$ cat src/rtl/fifo_sync_ext.sv
// Synchronous FIFO for any DEPTH >= 2, with registered or first-word-fall-through read,
// programmable almost-full/almost-empty levels, flush, and sticky overflow/underflow flags.
module fifo_sync_ext #(
    parameter int DEPTH         = 12,
    parameter int DATA_WIDTH    = 8,
    parameter int FWFT          = 0,
    parameter int AFULL_THRESH  = DEPTH - 2,
    parameter int AEMPTY_THRESH = 2
) (
    input  logic                           clk,
    input  logic                           rst,
    input  logic                           flush,
    input  logic [DATA_WIDTH-1:0]          data_wr,
    input  logic                           wr_en,
    output logic                           fifo_full,
    output logic                           almost_full,
    output logic [DATA_WIDTH-1:0]          data_rd,
    input  logic                           rd_en,
    output logic                           rd_valid,
    output logic                           fifo_empty,
    output logic                           almost_empty,
    output logic [$clog2(DEPTH+1)-1:0]     level,
    output logic                           overflow,
    output logic                           underflow,
    input  logic                           err_clr
);

    localparam int CW = $clog2(DEPTH);
    localparam int LW = $clog2(DEPTH + 1);

    logic [CW-1:0]         wr_ptr_q, wr_ptr_d;
    logic [CW-1:0]         rd_ptr_q, rd_ptr_d;
    logic [LW-1:0]         level_q, level_d;
    logic [DATA_WIDTH-1:0] data_rd_q, data_rd_d;
    logic                  rd_valid_q, rd_valid_d;
    logic                  overflow_q, overflow_d;
    logic                  underflow_q, underflow_d;
    logic [DATA_WIDTH-1:0] mem_q [DEPTH];

    logic full_s, empty_s, wr_acc_s, rd_acc_s;

    // Pointers wrap explicitly since DEPTH need not be a power of two.
    function automatic logic [CW-1:0] ptr_inc(input logic [CW-1:0] ptr);
        if (ptr == CW'(DEPTH - 1)) begin
            return {CW{1'b0}};
        end else begin
            return ptr + CW'(1);
        end
    endfunction

    // Flag decode and accept qualification from the registered level.
    always_comb begin
        full_s   = (level_q == LW'(DEPTH));
        empty_s  = (level_q == LW'(0));
        wr_acc_s = wr_en & ~full_s & ~flush;
        rd_acc_s = rd_en & ~empty_s & ~flush;
    end

    // Next-state for pointers, level, registered read path and sticky errors.
    always_comb begin
        wr_ptr_d    = wr_ptr_q;
        rd_ptr_d    = rd_ptr_q;
        level_d     = level_q;
        data_rd_d   = data_rd_q;
        rd_valid_d  = 1'b0;
        if (flush) begin
            wr_ptr_d = {CW{1'b0}};
            rd_ptr_d = {CW{1'b0}};
            level_d  = LW'(0);
        end else begin
            if (wr_acc_s) begin
                wr_ptr_d = ptr_inc(wr_ptr_q);
            end else begin
                wr_ptr_d = wr_ptr_q;
            end
            if (rd_acc_s) begin
                rd_ptr_d   = ptr_inc(rd_ptr_q);
                data_rd_d  = mem_q[rd_ptr_q];
                rd_valid_d = 1'b1;
            end else begin
                rd_ptr_d   = rd_ptr_q;
                data_rd_d  = data_rd_q;
                rd_valid_d = 1'b0;
            end
            case ({wr_acc_s, rd_acc_s})
                2'b10:   level_d = level_q + LW'(1);
                2'b01:   level_d = level_q - LW'(1);
                default: level_d = level_q;
            endcase
        end
        // A new error in the same cycle as err_clr keeps the flag set.
        overflow_d  = (wr_en & full_s & ~flush)  | (overflow_q  & ~err_clr);
        underflow_d = (rd_en & empty_s & ~flush) | (underflow_q & ~err_clr);
    end

    // Control and read-path state registers.
    always_ff @(posedge clk or posedge rst) begin
        if (rst) begin
            wr_ptr_q    <= {CW{1'b0}};
            rd_ptr_q    <= {CW{1'b0}};
            level_q     <= LW'(0);
            data_rd_q   <= {DATA_WIDTH{1'b0}};
            rd_valid_q  <= 1'b0;
            overflow_q  <= 1'b0;
            underflow_q <= 1'b0;
        end else begin
            wr_ptr_q    <= wr_ptr_d;
            rd_ptr_q    <= rd_ptr_d;
            level_q     <= level_d;
            data_rd_q   <= data_rd_d;
            rd_valid_q  <= rd_valid_d;
            overflow_q  <= overflow_d;
            underflow_q <= underflow_d;
        end
    end

    // Storage array, deliberately left without reset.
    always_ff @(posedge clk) begin
        if (wr_acc_s) begin
            mem_q[wr_ptr_q] <= data_wr;
        end
    end

    assign fifo_full    = full_s;
    assign fifo_empty   = empty_s;
    assign almost_full  = (level_q >= LW'(AFULL_THRESH));
    assign almost_empty = (level_q <= LW'(AEMPTY_THRESH));
    assign level        = level_q;
    assign overflow     = overflow_q;
    assign underflow    = underflow_q;

    // FWFT shows the head directly; the empty mux keeps unwritten entries off the output.
    generate
        if (FWFT != 0) begin : g_fwft
            assign data_rd  = empty_s ? {DATA_WIDTH{1'b0}} : mem_q[rd_ptr_q];
            assign rd_valid = ~empty_s;
        end else begin : g_reg
            assign data_rd  = data_rd_q;
            assign rd_valid = rd_valid_q;
        end
    endgenerate

endmodule

$ cat config.mk
export PLATFORM = sky130hd
export DESIGN_NAME = fifo_sync_ext
export DESIGN_NICKNAME = d
export VERILOG_FILES = /design/src/rtl/fifo_sync_ext.sv
export SDC_FILE = /design/constraint.sdc
export NUM_CORES = 1
export LEC_CHECK = 0
export BUFFER_PORTS_ARGS = -buffer_cell sky130_fd_sc_hd__buf_2
export CAP_MARGIN = 20
export CORE_MARGIN = 2
export CORE_UTILIZATION = 55
export CTS_BUF_LIST = sky130_fd_sc_hd__clkbuf_8
export DETAILED_ROUTE_END_ITERATION = 6
export MAX_ROUTING_LAYER = met4
export PLACE_DENSITY = 0.85
export RECOVER_POWER = 50
export SETUP_SLACK_MARGIN = 0.5
export SLEW_MARGIN = 20
export SYNTH_ARGS = -nofsm -noshare
export SYNTH_HDL_FRONTEND = slang
export SYNTH_SLANG_ARGS = --single-unit
$ cat constraint.sdc
create_clock -name clk -period 2.2 [get_ports clk]
set_input_delay 0.11 -clock clk [delete_from_list [all_inputs] [get_ports clk]]
set_output_delay 0.11 -clock clk [all_outputs]
set_load 0.01 [all_outputs]
==> results of run 1 <==
==> power by group through the flow <==
stage               clock network (uW)  logic (uW)  registers (uW)
floorplan                            0         279            2680
global placement                     0         526            2640
detailed placement                   0         539            2650
CTS                               1820         612            2590
global route                      1930         682            2610
finish                            1820         635            2600
==> metal layers <==
layer | wire [um] | vias to the layer above
li1 | - | 1350
met1 | 4424 | 1567
met2 | 5719 | 179
met3 | 872 | 24
met4 | 261 | 0
met5 | 0 | -
==> worst paths after layout <==
check,from,slack (ns),cells after the start,end
setup / recovery,level[0]$_DFFE_PP0P_,0.08,8,level[2]$_DFFE_PP0P_
hold / removal,flush,0.08,3,level[0]$_DFFE_PP0P_
setup reg to reg,level[0]$_DFFE_PP0P_,0.08,8,level[2]$_DFFE_PP0P_
hold reg to reg,underflow$_DFF_PP0_,0.54,2,underflow$_DFF_PP0_
max in group asynchronous,rst,1.00,4,data_rd[0]$_DFFE_PP0P_
min in group asynchronous,rst,0.30,3,level[1]$_DFFE_PP0P_
==> worst max-delay path, delay by kind of cell (launching register included) <==
kind | cells | cell delay (ns)
compound gates | 3 | 0.25
xor+xnor | 1 | 0.16
fa+ha+maj | 1 | 0.19
buf+inv | 1 | 0.09
flops | 1 | 0.42
simple gates | 2 | 0.88
==> kinds of logic (layout without fill, tap and decap cells) <==
| logic type | after synthesis | after routing | share of synthesized area, % |
|---|---|---|---|
| DFF | 119 | 119 | 70.08 |
| and+or+nand+nor | 69 | 69 | 7.201 |
| buffers and inverters | 26 | 111 | 2.256 |
| AOI/OAI and AO/OA | 53 | 53 | 7.455 |
| adders and majority gates | 7 | 7 | 1.775 |
| xor gates and xnor gates | 1 | 1 | 0.1775 |
| muxes | 34 | 34 | 11.05 |
==> registers in the layout (all words and copies together) (netlist names) <==
signal and cells:
data_rd 8, underflow 1, mem_q 96, rd_ptr_q 4
rd_valid 1, overflow 1, wr_ptr_q 4, level 4
==> cells in the final DEF (no fill, tap or decap), drive strengths merged, types with 3 or more instances in the layout <==
cell type     n
nor3          5
nand2        16
edfxtp       96
buf          46
and2         14
clkbuf       35
o21ai         7
clkinvlp      4
a21oi        16
mux2i        17
clkinv        6
dlygate4sd3   3
nand3         6
ha            7
inv          16
nor2         16
mux4         16
o22ai         9
a31oi         8
dfrtp        23
==> area by class of cell <==
class	count	share of cell area [%]
Clock inverter	15	2.206
Clock buffer	17	3.929
Sequential cell	119	58.18
Inverter	12	0.7985
Multi-Input combinational cell	164	25.03
Timing Repair Buffer	67	7.586
Tap cell	108	2.269
==> per-stage QoR <==
stage | utilization [%] | power [uW] | worst slack, ns | TNS [ns]
4_1_cts | 67.62 | 5024 | 0.1142 | 0
6_report | 68.28 | 5048 | 0.08128 | 0
5_1_grt | 68.28 | 5215 | 0.02266 | 0
2_1_floorplan | - | 2954 | -0.1337 | -0.2185
3_3_place_gp | 61.15 | 3166 | 0.01547 | 0
3_5_place_dp | 61.18 | 3187 | -0.08322 | -0.09383
==> cell usage after synthesis (all sizes together) (2+ instances only) <==
cell / count / area [um2]
o22ai: 9 / 56.30
edfxtp: 96 / 2883
and2: 14 / 87.58
nand2: 16 / 60.06
a21oi: 16 / 80.08
a211oi: 2 / 27.53
clkbuf: 7 / 26.28
buf: 7 / 40.03
ha: 7 / 87.58
nand2b: 2 / 12.51
o21ai: 7 / 35.03
nand3: 6 / 30.03
o21a: 2 / 15.01
nor2b: 2 / 12.51
mux2i: 17 / 170.2
nor3: 5 / 25.02
nand3b: 2 / 15.01
dfrtp: 23 / 575.6
a311oi: 2 / 35.04
a31oi: 8 / 50.05
mux4: 16 / 360.4
nor2: 16 / 60.06
inv: 12 / 45.04
o211ai: 2 / 15.01
==> what timing repair did <==
action / CTS / global route
endpoints found under the setup margin: 110 / 115
endpoints found under the hold margin: 17 / 0
pin swaps: 8 / 10
gates resized for setup: 17 / 10
buffers inserted: 12 / 5
hold buffers: 3 / 0
==> impl_metrics.env, run 1 <==
export IMPL_grt_pass1_wl_um=17170
export IMPL_die_width_um=98.72
export IMPL_numCtsBuffers=17
export IMPL_h_tree_depth=4
export IMPL_p_comb_share_pct=12.6
export IMPL_drv_cap=0
export IMPL_cpPeakStageDelay_ns=0.54
export IMPL_slew_headroom_pct=50.67
export IMPL_n_fill_cell=526
export IMPL_hold_violations=0
export IMPL_final_net_count=402
export IMPL_yosysSeqAreaShare_pct=70.08
export IMPL_clockBufferDepth=2
export IMPL_synth_nets=330
export IMPL_slew_viol_final=0
export IMPL_startpoint_type="flip-flop"
export IMPL_switching_share_pct=26.61
export IMPL_path_cells="or4_4, inv_4, a211oi_4, xor2_1, ha_2, or3_1, o211ai_1, a21oi_1"
export IMPL_pwr_share_seq_pct=51.5
export IMPL_powerDensity_nw_per_um2=847.8
export IMPL_clock_sinks=119
export IMPL_syn_inst=309
export IMPL_drtIter0Drc=314
export IMPL_grt_busiest_layer="met2"
export IMPL_finalSetupViolCount=0
export IMPL_n_antenna_cell=0
export IMPL_ys_flop_type="edfxtp_1"
export IMPL_multi_input_area_um2=1490
export IMPL_place_gp_congestion=0.8441
export IMPL_cts_tree="yes"
export IMPL_synth_cell_type_count=43
export IMPL_grt_pass1_vias=3159
export IMPL_viasPerCell=6.215
export IMPL_ys_async_sr_fraction_pct=19.33
export IMPL_postRouteAntennaNets=0
export IMPL_clkTransAtPathRegs_ns=0.08
export IMPL_rsz0062_at_grt="yes"
export IMPL_clockRootBuffer="clkbuf_8"
export IMPL_p_clk_share_pct=36.0
export IMPL_yosys_warnings=0
export IMPL_finalCriticalPeriod_ns=2.119
export IMPL_post_route_cell_area_um2=5954
export IMPL_synth_edf_count=96
export IMPL_synth_area_um2=4935
export IMPL_grtUsageMet3_pct=5.177
export IMPL_core_area_um2=8721
export IMPL_worst_pin_slew_ns=0.7392
export IMPL_drc=0
export IMPL_status="finished, final reports clean"
export IMPL_slowest_stage="or4_4"
export IMPL_drt_wl_total_um=11280
export IMPL_syn_to_final_growth_pct=20.66
export IMPL_grt_overflow=0
export IMPL_die_h_um=98.72
export IMPL_fmax_ghz=0.4720
export IMPL_port_buffers=32
export IMPL_global_route_usage_met2_pct=38.41
export IMPL_antenna_found_initial=0
export IMPL_worstHoldPathType="in -> reg"
export IMPL_grt_max_degree=19
export IMPL_place_area_um2=5335
export IMPL_critPathMaxFanout=3
export IMPL_worstPathArrival_ns=2.43
export IMPL_grt_util_met1_pct=32.17
export IMPL_die_area_um2=9746
export IMPL_ir_worst_vdd_mv=0.6165
export IMPL_p_leak_uw=0.002074
export IMPL_layout_area_seq_um2=3465
export IMPL_cp_required_ns=2.51
export IMPL_layout_cells_non_filler=502
export IMPL_finClkSkew_ns=0.01850
export IMPL_rows=34
export IMPL_ioPinCount=33
export IMPL_routedWlPerCell_um=22.46
export IMPL_path_class="reg -> reg"
export IMPL_insertion_delay_ns=0.42
export IMPL_dpl_cell_count=450
export IMPL_dp_hpwl_um=6427
export IMPL_drtPass1Iterations=5
export IMPL_finalCritPeriodShare_pct=96.31
export IMPL_via_count=3120
export IMPL_initial_core_util_pct=56.59
export IMPL_avgSynthCellArea_um2=15.97
export IMPL_crit_path_end_kind="flip-flop"
export IMPL_drive_above_1_share_pct=31.98
export IMPL_grt_usage_pct=24.69
export IMPL_hold_slack_ns=0.07909
export IMPL_power_internal_uw=3705
export IMPL_switchingPower_uw=1343
export IMPL_synth_seq_cells=119
(Power assumes the default switching activity.)
==> run 2, diff against run 1 <==
CORE_MARGIN = 8   (was 2)
==> run 2 against run 1 <==
Effect of this change:
- power rose by 2.0%
- clock power increased by 7%
- clock skew fell by 0.0075 ns
- largest power group unchanged
- core utilization down 0.90 points
==> impl_metrics.env, run 2 (synthesis gave the netlist of run 1 again) <==
export IMPL_place_gp_congestion=0.8226
export IMPL_regMostFlops="mem_q"
export IMPL_p_clk_share_pct=37.8
export IMPL_finalCriticalPeriod_ns=2.105
export IMPL_die_width_um=110.7
export IMPL_hold_violations=0
export IMPL_drv_cap=0
export IMPL_slew_viol_final=0
export IMPL_status="finished, final reports clean"
export IMPL_final_common_cell="edfxtp_1"
export IMPL_switching_share_pct=25.90
export IMPL_pwr_share_seq_pct=50.6
export IMPL_postRouteAntennaNets=0
export IMPL_grt_usage_pct=17.86
export IMPL_clkTransAtPathRegs_ns=0.07
export IMPL_drtPass1Iterations=5
export IMPL_drtIter0Drc=268
export IMPL_rows=34
export IMPL_clock_sinks=119
export IMPL_startpoint_type="flip-flop"
export IMPL_clockRootBuffer="clkbuf_8"
export IMPL_syn_to_final_growth_pct=19.07
export IMPL_core_area_um2=8721
export IMPL_via_count=3001
export IMPL_finalSetupViolCount=0
export IMPL_grt_pass1_vias=3014
export IMPL_path_class="reg -> reg"
export IMPL_worst_pin_slew_ns=1.471
export IMPL_slew_headroom_pct=1.907
export IMPL_powerDensity_nw_per_um2=876.2
export IMPL_ir_worst_vdd_mv=0.5715
export IMPL_p_leak_uw=0.002031
export IMPL_fmax_ghz=0.4751
export IMPL_grt_pass1_wl_um=16520
export IMPL_min_to="rd_ptr_q[1]$_DFFE_PP0P_"
export IMPL_clockBufferDepth=2
export IMPL_dp_hpwl_um=6415
export IMPL_layout_common_cells="edfxtp_1 (96), buf_4 (23), dfrtp_1 (21)"
export IMPL_fin_setup_tns_ns=0
export IMPL_die_area_um2=12260
export IMPL_timing_rr_start="level[1]$_DFFE_PP0P_"
export IMPL_grt_max_degree=24
export IMPL_rsz0062_at_grt="yes"
export IMPL_finalCritPeriodShare_pct=95.67
export IMPL_drc=0
export IMPL_switchingPower_uw=1333
export IMPL_power_internal_uw=3815
export IMPL_p_comb_share_pct=11.5
export IMPL_die_h_um=110.7
export IMPL_n_antenna_cell=0
export IMPL_ioPinCount=33
export IMPL_worstHoldPathType="in -> reg"
export IMPL_crit_path_end_kind="flip-flop"
export IMPL_drive_above_1_share_pct=29.87
export IMPL_cp_required_ns=2.50
export IMPL_finClkSkew_ns=0.01101
export IMPL_h_tree_depth=4
export IMPL_hold_path_depth=3
export IMPL_port_buffers=32
export IMPL_r2r_end="level[2]$_DFFE_PP0P_"
export IMPL_viasPerCell=6.087
export IMPL_place_ws_ns=-0.03808
export IMPL_fin_ws_ns=0.09517
export IMPL_grt_overflow=0
export IMPL_worstPathArrival_ns=2.40
export IMPL_r2r_slack_ns=0.1
export IMPL_critPathMaxFanout=4
export IMPL_insertion_delay_ns=0.42
export IMPL_antenna_found_initial=0
export IMPL_min_from="rd_en"
export IMPL_numCtsBuffers=17
export IMPL_cts_tree="yes"
export IMPL_drt_wl_total_um=10570
export IMPL_reg2reg_depth=8
export IMPL_initial_core_util_pct=56.59
export IMPL_hold_slack_ns=0.05584
export IMPL_routedWlPerCell_um=21.44
export IMPL_final_net_count=393
export IMPL_largest_reg_flops=96
-- run 2: cell types whose count changed in the layout (fill, tap and decap cells not counted), sizes merged --
| cell | change |
|---|---|
| bufinv | +1 |
| clkinv | -3 |
| dlygate4sd3 | -1 |
| inv | +2 |
| buf | -8 |
-- run 2: timing repair --
| action | in CTS | in global routing |
|---|---|---|
| hold buffers | 2 | 0 |
| hold endpoints to repair | 25 | 0 |
| endpoints found under the setup margin | 110 | 114 |
| pin swaps | 12 | 8 |
| setup buffers | 5 | 4 |
| resized for setup | 17 | 5 |
-- run 2: worst max path at each step --
stage | slack, ns | to | cells after the start | start
2_1_floorplan | -0.13 | level[3]$_DFFE_PP0P_ | 9 | level[1]$_DFFE_PP0P_
3_3_place_gp | 0.04 | level[3]$_DFFE_PP0P_ | 7 | level[0]$_DFFE_PP0P_
3_5_place_dp | -0.04 | level[3]$_DFFE_PP0P_ | 7 | level[0]$_DFFE_PP0P_
4_1_cts | 0.1 | level[2]$_DFFE_PP0P_ | 8 | level[0]$_DFFE_PP0P_
5_1_grt | 0.04 | level[2]$_DFFE_PP0P_ | 8 | level[1]$_DFFE_PP0P_
6_report | 0.1 | level[2]$_DFFE_PP0P_ | 8 | level[1]$_DFFE_PP0P_
-- run 2: area by class of cell --
cell class	instances	area [um2]
fill	530	2845
sequential	119	3463
inverter	12	47.55
multi-input combinational	164	1488
timing repair buffer	58	341.6
tap	108	135.1
clock buffer	17	234.0
clock inverter	15	166.4
-- run 2: critical path: stages, from the launching register on --
cell	delay, ns
dfrtp_1	0.41
or4_4	0.55
inv_4	0.09
a211oi_4	0.06
xor2_1	0.16
ha_2	0.19
or3_1	0.34
o211ai_1	0.10
a21oi_1	0.09
-- run 2: power by group through the flow --
| stage | logic, uW | registers [uW] | clock network (uW) |
|---|---|---|---|
| floorplan | 279 | 2680 | 0 |
| global placement | 530 | 2640 | 0 |
| detailed placement | 544 | 2650 | 0 |
| CTS | 585 | 2600 | 1980 |
| global route | 640 | 2620 | 2080 |
| finish | 594 | 2610 | 1950 |
-- run 2: per-layer routing --
| layer | share of wire, % | vias up | track usage (%) |
|---|---|---|---|
| met4 | 1.7 | 0 | 8.378 |
| met1 | 42 | 1514 | 22.43 |
| met3 | 8.0 | 18 | 4.113 |
| met2 | 49 | 139 | 26.95 |
| li1 | - | 1330 | - |
| met5 | 0 | - | - |
-- run 2: stage by stage --
step           std cells  cell area, um2  total power (uW)  utilization (%)
2_1_floorplan        309            4986              2954                -
3_3_place_gp         450            5320              3174            61.00
3_5_place_dp         450            5320              3196            61.00
4_1_cts              489            5836              5166            66.92
6_report             493            5876              5148            67.37
5_1_grt              493            5876              5343            67.37
